File: src/rtl/msk_pkg.sv
// ---------------------------------------------------------------------------
// msk_pkg
// Shared definitions for the masked XOR accumulator slice:
//   - msk_state_e : accumulator FSM encoding (IDLE / ACC / FULL)
//   - share_idx   : flat bit index of share s, channel j in a d-share sharing
//   - cnt_width   : width of an operand counter able to hold the value nops
//   - rnd_width   : width of the refresh randomness bus (at least one bit)
// ---------------------------------------------------------------------------
package msk_pkg;

    typedef enum logic [1:0] {
        ST_IDLE = 2'd0,
        ST_ACC  = 2'd1,
        ST_FULL = 2'd2
    } msk_state_e;

    // Sharings are laid out share-major: share s of channel j sits at s*count+j.
    function automatic int share_idx(input int s, input int j, input int count);
        return s * count + j;
    endfunction

    function automatic int cnt_width(input int nops);
        return $clog2(nops + 1);
    endfunction

    // d-1 random shares per channel; a single dummy bit when d==1.
    function automatic int rnd_width(input int d, input int count);
        return (d > 1) ? count * (d - 1) : 1;
    endfunction

endpackage

File: src/rtl/msk_xor_refresh.sv
// ---------------------------------------------------------------------------
// msk_xor_refresh
// Combinational sum-zero refresh of a d-share sharing of count channels.
// Shares 0..d-2 are XORed with their own rnd slice; share d-1 absorbs the
// XOR of all slices, so the unmasked value is preserved.
// Ports:
//   share_in  [count*d-1:0]          input sharing
//   rnd       [rnd_width(d,count)-1:0] fresh randomness, slice s at s*count
//   share_out [count*d-1:0]          refreshed sharing, same layout
// ---------------------------------------------------------------------------
module msk_xor_refresh
    import msk_pkg::*;
#(
    parameter int d     = 2,
    parameter int count = 1
) (
    input  logic [count*d-1:0]              share_in,
    input  logic [rnd_width(d, count)-1:0]  rnd,
    output logic [count*d-1:0]              share_out
);

    if (d == 1) begin : g_single
        // A single share cannot be refreshed; randomness is dropped.
        logic unused_rnd;
        assign unused_rnd = ^rnd;
        assign share_out  = share_in;
    end else begin : g_multi
        for (genvar j = 0; j < count; j++) begin : g_chan
            logic [d-2:0] col;
            for (genvar s = 0; s < d - 1; s++) begin : g_share
                assign col[s] = rnd[share_idx(s, j, count)];
                assign share_out[share_idx(s, j, count)] =
                    share_in[share_idx(s, j, count)] ^ col[s];
            end
            // Only place where randomness of different shares meets.
            assign share_out[share_idx(d - 1, j, count)] =
                share_in[share_idx(d - 1, j, count)] ^ (^col);
        end
    end

endmodule

File: src/rtl/msk_xor_acc.sv
// ---------------------------------------------------------------------------
// msk_xor_acc
// Streaming masked XOR accumulator. Operands (d-share sharings of count bits)
// are XORed share-wise into a registered accumulator; on an operand flagged
// last, or once nops operands are absorbed, the (optionally refreshed) result
// is presented behind a valid/ready handshake.
// Ports:
//   clk, rst_n             clock (rising edge), async active-low reset
//   in_valid/in_ready      operand handshake
//   in_data [count*d-1:0]  operand sharing, share s of bit j at s*count+j
//   in_last                operand closes the accumulation
//   rnd                    refresh randomness, used when rnd_req=1
//   rnd_req                combinational: this cycle consumes rnd
//   out_valid/out_ready    result handshake
//   out_data [count*d-1:0] result sharing
//   out_nops               number of operands folded into out_data
// ---------------------------------------------------------------------------
module msk_xor_acc
    import msk_pkg::*;
#(
    parameter int d       = 2,
    parameter int count   = 1,
    parameter int nops    = 4,
    parameter int refresh = 0
) (
    input  logic                            clk,
    input  logic                            rst_n,
    input  logic                            in_valid,
    output logic                            in_ready,
    input  logic [count*d-1:0]              in_data,
    input  logic                            in_last,
    input  logic [rnd_width(d, count)-1:0]  rnd,
    output logic                            rnd_req,
    output logic                            out_valid,
    input  logic                            out_ready,
    output logic [count*d-1:0]              out_data,
    output logic [cnt_width(nops)-1:0]      out_nops
);

    localparam int DW = count * d;
    localparam int CW = cnt_width(nops);

    localparam logic [1:0] IDLE = ST_IDLE;
    localparam logic [1:0] ACC  = ST_ACC;
    localparam logic [1:0] FULL = ST_FULL;

    logic [1:0]    state;
    logic [DW-1:0] acc;
    logic [DW-1:0] acc_next;
    logic [DW-1:0] res_next;
    logic [CW-1:0] cnt;
    logic [CW-1:0] cnt_next;
    logic          accept;
    logic          fire;
    logic          close;

    assign in_ready = !out_valid | out_ready;
    assign accept   = in_valid & in_ready;
    assign fire     = out_valid & out_ready;

    // Only ACC folds into the held partial; IDLE and FULL (which can only
    // accept alongside a fire) start a fresh accumulation.
    assign acc_next = (state == ACC) ? (acc ^ in_data) : in_data;
    assign cnt_next = (state == ACC) ? (cnt + 1'b1) : CW'(1);
    assign close    = accept & (in_last | (cnt_next == CW'(nops)));

    if (refresh != 0) begin : g_refresh
        msk_xor_refresh #(
            .d     (d),
            .count (count)
        ) u_refresh (
            .share_in  (acc_next),
            .rnd       (rnd),
            .share_out (res_next)
        );
        assign rnd_req = (d > 1) ? close : 1'b0;
    end else begin : g_plain
        logic unused_rnd;
        assign unused_rnd = ^rnd;
        assign res_next   = acc_next;
        assign rnd_req    = 1'b0;
    end

    always_ff @(posedge clk or negedge rst_n) begin
        if (!rst_n) begin
            state     <= IDLE;
            acc       <= '0;
            cnt       <= '0;
            out_valid <= 1'b0;
            out_data  <= '0;
            out_nops  <= '0;
        end else begin
            if (accept) begin
                acc   <= acc_next;
                cnt   <= cnt_next;
                state <= close ? FULL : ACC;
            end else if (fire) begin
                state <= IDLE;
            end

            // A closing accept reloads the output even while the previous
            // result fires, so out_valid stays high back-to-back.
            if (close) begin
                out_valid <= 1'b1;
                out_data  <= res_next;
                out_nops  <= cnt_next;
            end else if (fire) begin
                out_valid <= 1'b0;
            end
        end
    end

endmodule

File: config.mk
export PLATFORM = sky130hd
export DESIGN_NAME = msk_xor_acc
export DESIGN_NICKNAME = d
export VERILOG_FILES = /design/src/rtl/msk_pkg.sv /design/src/rtl/msk_xor_refresh.sv /design/src/rtl/msk_xor_acc.sv
export SDC_FILE = /design/constraint.sdc
export NUM_CORES = 1
export LEC_CHECK = 0
export ABC_CLOCK_PERIOD_IN_PS = 1620
export BUFFER_PORTS_ARGS = -buffer_cell sky130_fd_sc_hd__buf_2
export CAP_MARGIN = 20
export CORE_MARGIN = 2
export CORE_UTILIZATION = 44
export DETAILED_ROUTE_END_ITERATION = 7
export HOLD_SLACK_MARGIN = 0.05
export PLACE_DENSITY = 0.71
export REMOVE_ABC_BUFFERS = 1
export SYNTH_ARGS = -nofsm -noshare
export SYNTH_HDL_FRONTEND = slang
export SYNTH_SLANG_ARGS = --single-unit
File: constraint.sdc
create_clock -name clk -period 1.62 [get_ports clk]
set_input_delay 0.243 -clock clk [delete_from_list [all_inputs] [get_ports clk]]
set_output_delay 0.243 -clock clk [all_outputs]
set_load 0.02 [all_outputs]
==> summary.txt, run 1 <==
Place
  – GP Congestion: between 0.8 and 0.9
  – Placement Setup Slack: 0.0425 ns
  – IO Port Bufs: 13
  – Placed instance count: 89
  – Post-DP HPWL: 844 um

Clock tree
  – Worst-path clk slew: about 0.080 ns
  – Post-CTS Setup Bufs: 0
  – CTS Buf Count: 3
  – Clock buffer depth: 2
  – TritonCTS clock tree: done
  – Clock tree sinks: 13
  – Worst skew pair latency: about 0.27 ns
  – H-tree depth: 1
  – Root buf cell: clkbuf_4

Finish
  – Layout cells sized above 1: between 30% and 40%
  – Layout Nets: just under 90
  – Diode count: 0
  – Growth of design area from synthesis to finish: 20.5%
  – Multi-input logic area: 304 um^2
  – Register area: around 330 um^2
  – Fin cells: 94
  – Fillers: approximately 120

Setup path
  – CP max stage delay: ~0.42 ns
  – Worst Setup SP: cnt[0]
  – Critical Path End: out_data[0]
  – Critical Path Sink Type: flip-flop
  – Crit start category: flip-flop
  – CP Class: flip-flop to flip-flop
  – RR Endpoint: out_data[0]
  – R2R setup slack: roughly 0.077 ns
  – Depth of the worst register-to-register path: 5
  – FF-to-FF Start: cnt[0]
  – Slowest-stage cell, CP: dfrtp_1
  – Crit-path cells: ha_4, xor2_1, a31o_2, nand2_4, mux2_4
  – Crit path max fanout: 5
  – Critical path arrival: approximately 1.7 ns
  – Required @ worst endpoint: between 1.5 and 2 ns

Die
  – Num rows: 13
  – Die Width: 42.2 um
  – Starting Density: 48.0%
  – Die area: approximately 0.0018 mm^2
  – I/O pin total: 16
  – Core Area: about 0.0013 mm^2
  – Chip height: between 40 and 50 um

GRT
  – Initial antenna violation count: 0
  – Vias in the first global route: between 400 and 500
  – First-pass GRT wire length: 2040 um
  – Pin count of the biggest net entering global routing: 14
  – GR Overflow Total: 0
  – Total GRT Usage: 15.0%

Power and ir drop
  – Leakage: roughly 0.39 nW
  – Reg power frac: ~44%
  – Int Power: approximately 660 uW
  – Net Sw Power: 326 uW
  – Clock power share: just over 20%
  – Final Power: 986 uW
  – Logic pwr share: between 30% and 40%
  – Worst IR Drop VDD: roughly 0.00056 V
  – Sw Share: around 33%
  – Pwr dens: ~1300 mW/mm^2

Yosys
  – Post-synthesis cell count: 61
  – Cell taking the most area after synthesis: dfrtp_1
  – Synthesized flop and latch total: 13
  – Synth Area per Inst: ~11 um^2
  – Mapped Area: around 640 um^2
  – Largest cells by area after synthesis: dfrtp_1 (51%), nand2_1 (7.6%), o21ai_0 (4.7%), mux2_4 (4.7%), nand3_1 (3.1%)
  – Yosys top cell area share: 50.8%
  – Synth warn: 0
  – Register area share after synthesis: between 50% and 60%
  – Count of different cell masters after synthesis: 25

Drt
  – Vias per cell: between 5 and 6
  – DRT Wirelength: around 1100 um
  – Starting DRT DRC Count: 11
  – WL/cell: between 10 and 15 um
  – First drt pass iteration count: 4
  – DR vias: 479
  – DRC Markers: 0
  – Antenna-violating nets left: 0

STA
  – Final Cycle Share: between 90% and 100%
  – RSZ-0062 raised after global routing: false
  – Final TNS setup: 0 ns
  – Max-slew violation count: 0
  – Hold slack: between 0.2 and 0.25 ns
  – Hold violation count in the final report: 0
  – # setup viols final: 0
  – Minimum clock period: approximately 1.5 ns
  – Max Clock Skew: about 0.0039 ns
  – Max frequency: about 650 MHz
  – Final worst setup slack: around 0.077 ns

Worst hold path
  – Hold Crit Start: in_data[1]
  – Hold WC Path Type: input port to flip-flop

Job
  – Max-Cap Viols: 0

Run status
  – Status: finished clean
## cell usage after synthesis, drive strengths merged
master / number
a31o: 1
o21ai: 6
nand3: 4
mux2: 2
nor3b: 1
a21o: 1
o211ai: 2
dfrtp: 13
conb: 1
inv: 2
and3: 1
a32o: 1
a22o: 1
xnor2: 2
xor2: 1
buf: 2
o22ai: 1
and2: 1
nor2b: 2
nand2b: 1
nand2: 14
ha: 1
## how the worst min path moves through the flow
stage	end	slack (ns)	cells past startpoint
finish	acc[1]	0.21	2
global route	acc[1]	0.21	2
CTS	acc[1]	0.20	2
detailed placement	cnt[2]	0.15	1
global placement	cnt[2]	0.15	1
floorplan	acc[0]	-0.05	0
## flip-flops by register name, indices dropped and copies added, names as in the netlist
signal	cells
cnt	3
out_nops	3
acc	2
out_data	2
state	2
out_valid	1
## layer usage
metal / global-route usage, % / vias up / wire (um)
met5: 0 / - / 0
met4: 7.50 / 0 / 20
met3: 4.31 / 4 / 58
met2: 21.9 / 13 / 496
met1: 20.1 / 212 / 544
li1: - / 250 / -
## logic make-up (layout without fill, tap and decap cells)
group	count (synthesis)	count (layout)	synth area share, %
other	1	1	0.585
AO/OA/AOI/OAI	13	13	13.7
flip-flops	13	13	50.8
AND/OR/NAND/NOR	24	24	20.1
multiplexers	2	2	4.69
XOR/XNOR	3	3	4.10
buffers and inverters	4	22	4.10
adder cells (fa/ha/maj)	1	1	1.95
## what timing repair did
item / CTS / global route
endpoints found under the hold margin: 13 / 0
gates resized for setup: 0 / 3
endpoints found under the setup margin: 0 / 2
hold buffers: 1 / 0
## layout make-up
type | count | area share [%]
clock buffer | 4 | 3.40
multi-input combinational | 44 | 39.4
inverter | 2 | 0.972
timing repair buffer | 16 | 11.7
sequential | 13 | 42.1
tap | 15 | 2.43
## critical path: cells and delay by family (launching register included)
kind	cells	cell delay [ns]
flip-flops	1	0.42
AND/OR/NAND/NOR	1	0.10
XOR/XNOR	1	0.16
adder cells (fa/ha/maj)	1	0.18
multiplexers	1	0.30
AO/OA/AOI/OAI	1	0.27
## layout by cell type, fill, tap and decap left out, drive strengths merged
cell         instances
o22ai                1
buf                 15
clkbuf               4
dlygate4sd3          1
mux2                 2
nand2b               1
nor3b                1
o21ai                6
xnor2                2
nor2b                2
dfrtp               13
ha                   1
and3                 1
a31o                 1
conb                 1
o211ai               2
inv                  2
xor2                 1
a32o                 1
and2                 1
nand3                4
a21o                 1
nand2               14
a22o                 1
## stage by stage
stage	area [um^2]	utilization, %
6_report	772	57.9
5_1_grt	772	57.9
4_1_cts	757	56.8
3_5_place_dp	721	54.0
3_3_place_gp	721	54.0
2_1_floorplan	622	-
## power groups by stage
stage	logic, mW	clock network [mW]	registers [mW]
final	0.346	0.204	0.436
after global routing	0.388	0.227	0.447
after CTS	0.326	0.209	0.428
after detailed placement	0.322	0	0.434
after global placement	0.319	0	0.431
after floorplan	0.159	0	0.474
(Power assumes the default switching activity.)
==> run 2: changes to the inputs <==
--- a/config.mk
+++ b/config.mk
@@ -12,8 +12,10 @@
 export CORE_UTILIZATION = 44
 export DETAILED_ROUTE_END_ITERATION = 7
 export HOLD_SLACK_MARGIN = 0.05
-export PLACE_DENSITY = 0.71
+export PLACE_DENSITY = 0.77
 export REMOVE_ABC_BUFFERS = 1
+export SETUP_SLACK_MARGIN = 0.15
+export SLEW_MARGIN = 20
 export SYNTH_ARGS = -nofsm -noshare
 export SYNTH_HDL_FRONTEND = slang
 export SYNTH_SLANG_ARGS = --single-unit
==> run 2 against run 1 <==
Compared with the run above:
- clock power about the same
- sequential cell count unchanged
- die area did not move
- register-to-register slack better by 0.04 ns
- final cell count grew 2.1%
- first-iteration DRC count down 64%
- final area increased by 4.7%
- sequential power about the same
- combinational power grew 16%
- clock-buffer cell count unchanged
- total power is 5.7% higher
- global-route usage rose by 0.26 points
- critical path type unchanged
- highest routed layer unchanged
==> summary.txt, run 2 (synthesized netlist as in run 1, its figures left out) <==
GRT
  – First-pass GRT wire length: roughly 2000 um
  – Total GRT Usage: 15.2%
  – Met3 Resource Use GR: 3.02%
  – Vias in the first global route: roughly 480
  – Initial antenna violation count: 0
  – GR Overflow Total: 0
  – GR Util met1: between 10% and 20%
  – Met2 usage in global routing: between 20% and 30%
  – GRT busiest layer: met2
  – Pin count of the biggest net entering global routing: 14

Job
  – Max-Cap Viols: 0

Setup path
  – Critical Path Sink Type: flip-flop
  – Crit-path cells: ha_4, nor2b_4, a31o_4, nand2_4, mux2_4
  – Crit path max fanout: 5
  – R2R setup slack: roughly 0.12 ns
  – CP max stage delay: 0.42 ns
  – Crit start category: flip-flop
  – Required @ worst endpoint: 1.79 ns
  – Slowest-stage cell, CP: dfrtp_1
  – FF-to-FF Start: cnt[1]
  – CP Class: flip-flop to flip-flop
  – RR Endpoint: out_data[0]
  – WP buf/inv: 0
  – Critical path arrival: ~1.7 ns
  – Crit path max-delay family: flip-flops
  – Depth of the worst register-to-register path: 5

Die
  – Die area: 0.00178 mm^2
  – Starting Density: 48.0%
  – Die Width: roughly 42 um
  – Num rows: 13
  – Core Area: between 0.001 and 0.0015 mm^2
  – I/O pin total: 16
  – Chip height: around 42 um

STA
  – Final Cycle Share: just over 90%
  – Max frequency: roughly 670 MHz
  – Max Clock Skew: ~0.0013 ns
  – Minimum clock period: 1.50 ns
  – Max-slew violation count: 0
  – Hold violation count in the final report: 0
  – RSZ-0062 raised after global routing: true
  – Final TNS setup: 0 ns
  – # setup viols final: 0

Finish
  – Most frequent cells in the layout: nand2_1 (13), dfrtp_1 (13), buf_2 (13)
  – Diode count: 0
  – Growth of design area from synthesis to finish: 26.2%
  – Layout cells sized above 1: 37.0%
  – Biggest regs: cnt: 3 flops, out_nops: 3 flops
  – Util after Layout: 60.6%
  – Layout Nets: 91

Drt
  – WL/cell: 12.8 um
  – Antenna-violating nets left: 0
  – DR vias: 499
  – DRT Wirelength: approximately 1200 um
  – Starting DRT DRC Count: 4
  – DRC Markers: 0
  – First drt pass iteration count: 2
  – Vias per cell: ~5.2

Clock tree
  – TritonCTS clock tree: done
  – Clock tree sinks: 13
  – CTS Buf Count: 3
  – Root buf cell: clkbuf_4
  – Worst-path clk slew: 0.08 ns
  – Clock buffer depth: 2
  – Worst skew pair latency: about 0.28 ns
  – H-tree depth: 1

Place
  – GP Congestion: 0.800
  – IO Port Bufs: 13
  – Post-DP HPWL: between 800 and 900 um

Power and ir drop
  – Leakage: just over 0.4 nW
  – Pwr dens: 1290 mW/mm^2
  – Worst IR Drop VDD: between 0.0006 and 0.0007 V

Worst hold path
  – Min-Delay Path Depth: 2
  – Min-Delay Endpoint: acc[0]
  – Hold WC Path Type: input port to flip-flop
  – Hold Crit Start: in_data[0]

Run status
  – Status: finished clean
## run 2: cell count changes in the layout (fill, tap and decap cells not counted)
cell / delta
a31o_2: -1
a31o_4: +1
buf_4: +2
nor2b_2: -1
nor2b_4: +1
xor2_1: -1
xor2_2: +1
## run 2: where the power goes
| group | total (mW) | internal (mW) | leakage, nW | switching (mW) |
|---|---|---|---|---|
| Clock | 0.205 | 0.0956 | 0.0150 | 0.110 |
| Combinational | 0.401 | 0.206 | 0.227 | 0.195 |
| Sequential | 0.436 | 0.391 | 0.162 | 0.0455 |
| Total | 1.04 | 0.692 | 0.404 | 0.350 |
## run 2: area by class of cell
type / instances / area, um^2
clock buffers: 4 / 26.3
fillers: 108 / 526
inverters: 2 / 7.51
multi-input cells: 44 / 325
flip-flops and latches: 13 / 325
well taps: 15 / 18.8
repair buffers: 18 / 105
## run 2: what timing repair did
item                                   4_1_cts  5_1_grt
hold buffers                                 1        0
setup endpoints to repair                    3        4
endpoints found under the hold margin       13        0
buffers inserted                             1        1
pin swaps                                    2        4
gates resized for setup                      1        5
## run 2: how the worst max path moves through the flow
stage,slack [ns],end,startpoint,depth (start not counted)
final,0.12,out_data[0],cnt[1],5
after CTS,0.09,out_data[0],cnt[0],5
after floorplan,0.08,out_data[0],cnt[0],5
after detailed placement,0.06,out_data[0],cnt[0],5
after global routing,0.09,out_data[0],cnt[0],5
after global placement,0.07,out_data[0],cnt[0],5
## run 2: layer usage
layer,share of wire (%),up-vias
met5,0,-
met4,3.7,0
met3,2.9,4
met2,48,10
met1,46,235
li1,-,250
## run 2: stage by stage
stage | total power, mW | cells | cell area, um^2 | hold slack [ns] | setup WS [ns]
after floorplan | 0.633 | 59 | 622 | -0.0526 | 0.0804
after global placement | 0.748 | 89 | 721 | 0.143 | 0.0677
after detailed placement | 0.759 | 89 | 721 | 0.142 | 0.0615
after CTS | 0.969 | 95 | 767 | 0.209 | 0.0907
after global routing | 1.11 | 96 | 808 | 0.202 | 0.0858
final | 1.04 | 96 | 808 | 0.208 | 0.119
==> run 3: changes to the inputs <==
==> constraint.sdc (replaced) <==
create_clock -name clk -period 1.62 [get_ports clk]
set_input_delay 0.081 -clock clk [delete_from_list [all_inputs] [get_ports clk]]
set_output_delay 0.081 -clock clk [all_outputs]
set_load 0.02 [all_outputs]
==> run 3 against run 2 <==
Compared with the run above:
- final cell count is 1.0% higher
- clock-buffer cell count stayed put
- via count is 2.8% higher
- first-iteration DRC count is 100% higher
==> summary.txt, run 3 (synthesized netlist as in run 1, its figures left out) <==
Finish
  – Biggest regs: cnt: 3 flops, out_nops: 3 flops
  – Layout cells sized above 1: between 30 and 40%
  – Diode count: 0
  – Most frequent cells in the layout: nand2_1 (13), dfrtp_1 (13), buf_2 (13)
  – Layout Nets: just over 90
  – Growth of design area from synthesis to finish: 27.0%

GRT
  – Initial antenna violation count: 0
  – Vias in the first global route: 477
  – GR Overflow Total: 0
  – Total GRT Usage: between 15 and 20%
  – Pin count of the biggest net entering global routing: 14
  – First-pass GRT wire length: between 2000 and 2500 um

Clock tree
  – H-tree depth: 1
  – CTS Buf Count: 3
  – Clock buffer depth: 2
  – Worst skew pair latency: 0.28 ns
  – Root buf cell: clkbuf_4
  – Worst-path clk slew: around 0.080 ns
  – TritonCTS clock tree: done
  – Clock tree sinks: 13

Setup path
  – CP max stage delay: between 0.4 and 0.5 ns
  – Crit start category: flip-flop
  – Critical path arrival: 1.68 ns
  – Slowest-stage cell, CP: dfrtp_1
  – R2R setup slack: between 0.1 and 0.15 ns
  – FF-to-FF Start: cnt[1]
  – Depth of the worst register-to-register path: 5
  – Crit-path cells: ha_4, xor2_1, a31o_4, nand2_4, mux2_4
  – RR Endpoint: out_data[0]
  – Required @ worst endpoint: between 1.5 and 2 ns
  – CP Class: flip-flop to flip-flop
  – Crit path max fanout: 5
  – Critical Path Sink Type: flip-flop

STA
  – Max frequency: ~660 MHz
  – Final worst setup slack: about 0.11 ns
  – Final TNS setup: 0 ns
  – # setup viols final: 0
  – RSZ-0062 raised after global routing: true
  – Minimum clock period: between 1.5 and 2 ns
  – Max Clock Skew: roughly 0.0064 ns
  – Final Cycle Share: between 90% and 100%
  – Max-slew violation count: 0
  – Hold violation count in the final report: 0

Die
  – Starting Density: between 40% and 50%
  – Die Width: ~42 um
  – I/O pin total: 16
  – Chip height: 42.2 um
  – Num rows: 13
  – Die area: ~0.0018 mm^2
  – Core Area: approximately 0.0013 mm^2

Drt
  – Vias per cell: around 5.3
  – Starting DRT DRC Count: 8
  – DR vias: about 510
  – DRT Wirelength: 1200 um
  – First drt pass iteration count: 4
  – Antenna-violating nets left: 0
  – WL/cell: between 10 and 15 um
  – DRC Markers: 0

Power and ir drop
  – Pwr dens: around 1300 mW/mm^2
  – Worst IR Drop VDD: ~0.00075 V
  – Leakage: 0.408 nW

Job
  – Max-Cap Viols: 0

Worst hold path
  – Min-Delay Path Depth: 3
  – Hold WC Path Type: input port to flip-flop
  – Min-Delay Endpoint: out_valid
  – Hold Crit Start: in_valid

Place
  – Post-DP HPWL: approximately 850 um
  – GP Congestion: roughly 0.80
  – Placement Setup Slack: 0.0588 ns
  – IO Port Bufs: 13

Run status
  – Status: finished clean
-- run 3: changes by cell type in the layout (fill, tap and decap cells not counted) --
cell,previous run,this run
dlygate4sd3_1,1,3
xor2_2,1,0
xor2_1,0,1
buf_4,4,3
-- run 3: metal layers --
metal	vias up	part of all wire (%)	global-route usage [%]
li1	252	-	-
met1	247	46	18.4
met3	4	3.3	2.59
met2	10	47	25.0
met4	0	3.8	13.1
met5	-	0	0
-- run 3: what timing repair did --
action | 4_1_cts | 5_1_grt
setup endpoints to repair | 3 | 4
hold buffers | 3 | 0
hold endpoints to repair | 15 | 0
resized for setup | 2 | 3
buffers inserted | 1 | 0
pin swaps | 3 | 1
cloned | 0 | 0
-- run 3: final cells by class --
class	instances	area, um^2
fill	110	520
sequential	13	325
multi-input combinational	44	318
timing repair buffer	19	118
clock buffer	4	26.3
tap	15	18.8
inverter	2	7.51
-- run 3: worst max-delay path, delay by kind of cell (launching register included) --
kind	cells	cell delay, ns
adders and majority gates	1	0.17
muxes	1	0.30
and+or+nand+nor	1	0.09
AOI/OAI and AO/OA	1	0.26
DFF	1	0.41
xor gates and xnor gates	1	0.17
-- run 3: power by group --
part           switching (mW)  total (mW)  leakage (nW)  internal, mW
Sequential             0.0458       0.436         0.162         0.391
Clock                   0.109       0.204        0.0150        0.0956
Combinational           0.188       0.391         0.231         0.203
-- run 3: per-stage QoR --
stage	hold WS (ns)	utilization [%]	total power [mW]	area (um^2)	instances
finish	0.0583	61.0	1.03	813	97
global route	0.0617	61.0	1.10	813	97
CTS	0.0565	59.8	0.993	797	97
detailed placement	-0.0170	54.0	0.756	721	89
global placement	-0.0189	54.0	0.748	721	89
floorplan	-0.215	-	0.633	622	59
-- run 3: worst max path at each step --
stage / from / end / slack (ns) / cells past startpoint
after floorplan: cnt[0] / out_data[0] / 0.08 / 5
after global placement: cnt[0] / out_data[0] / 0.07 / 5
after detailed placement: cnt[0] / out_data[0] / 0.06 / 5
after CTS: cnt[1] / out_data[0] / 0.09 / 5
after global routing: cnt[1] / out_data[1] / 0.06 / 5
final: cnt[1] / out_data[0] / 0.11 / 5
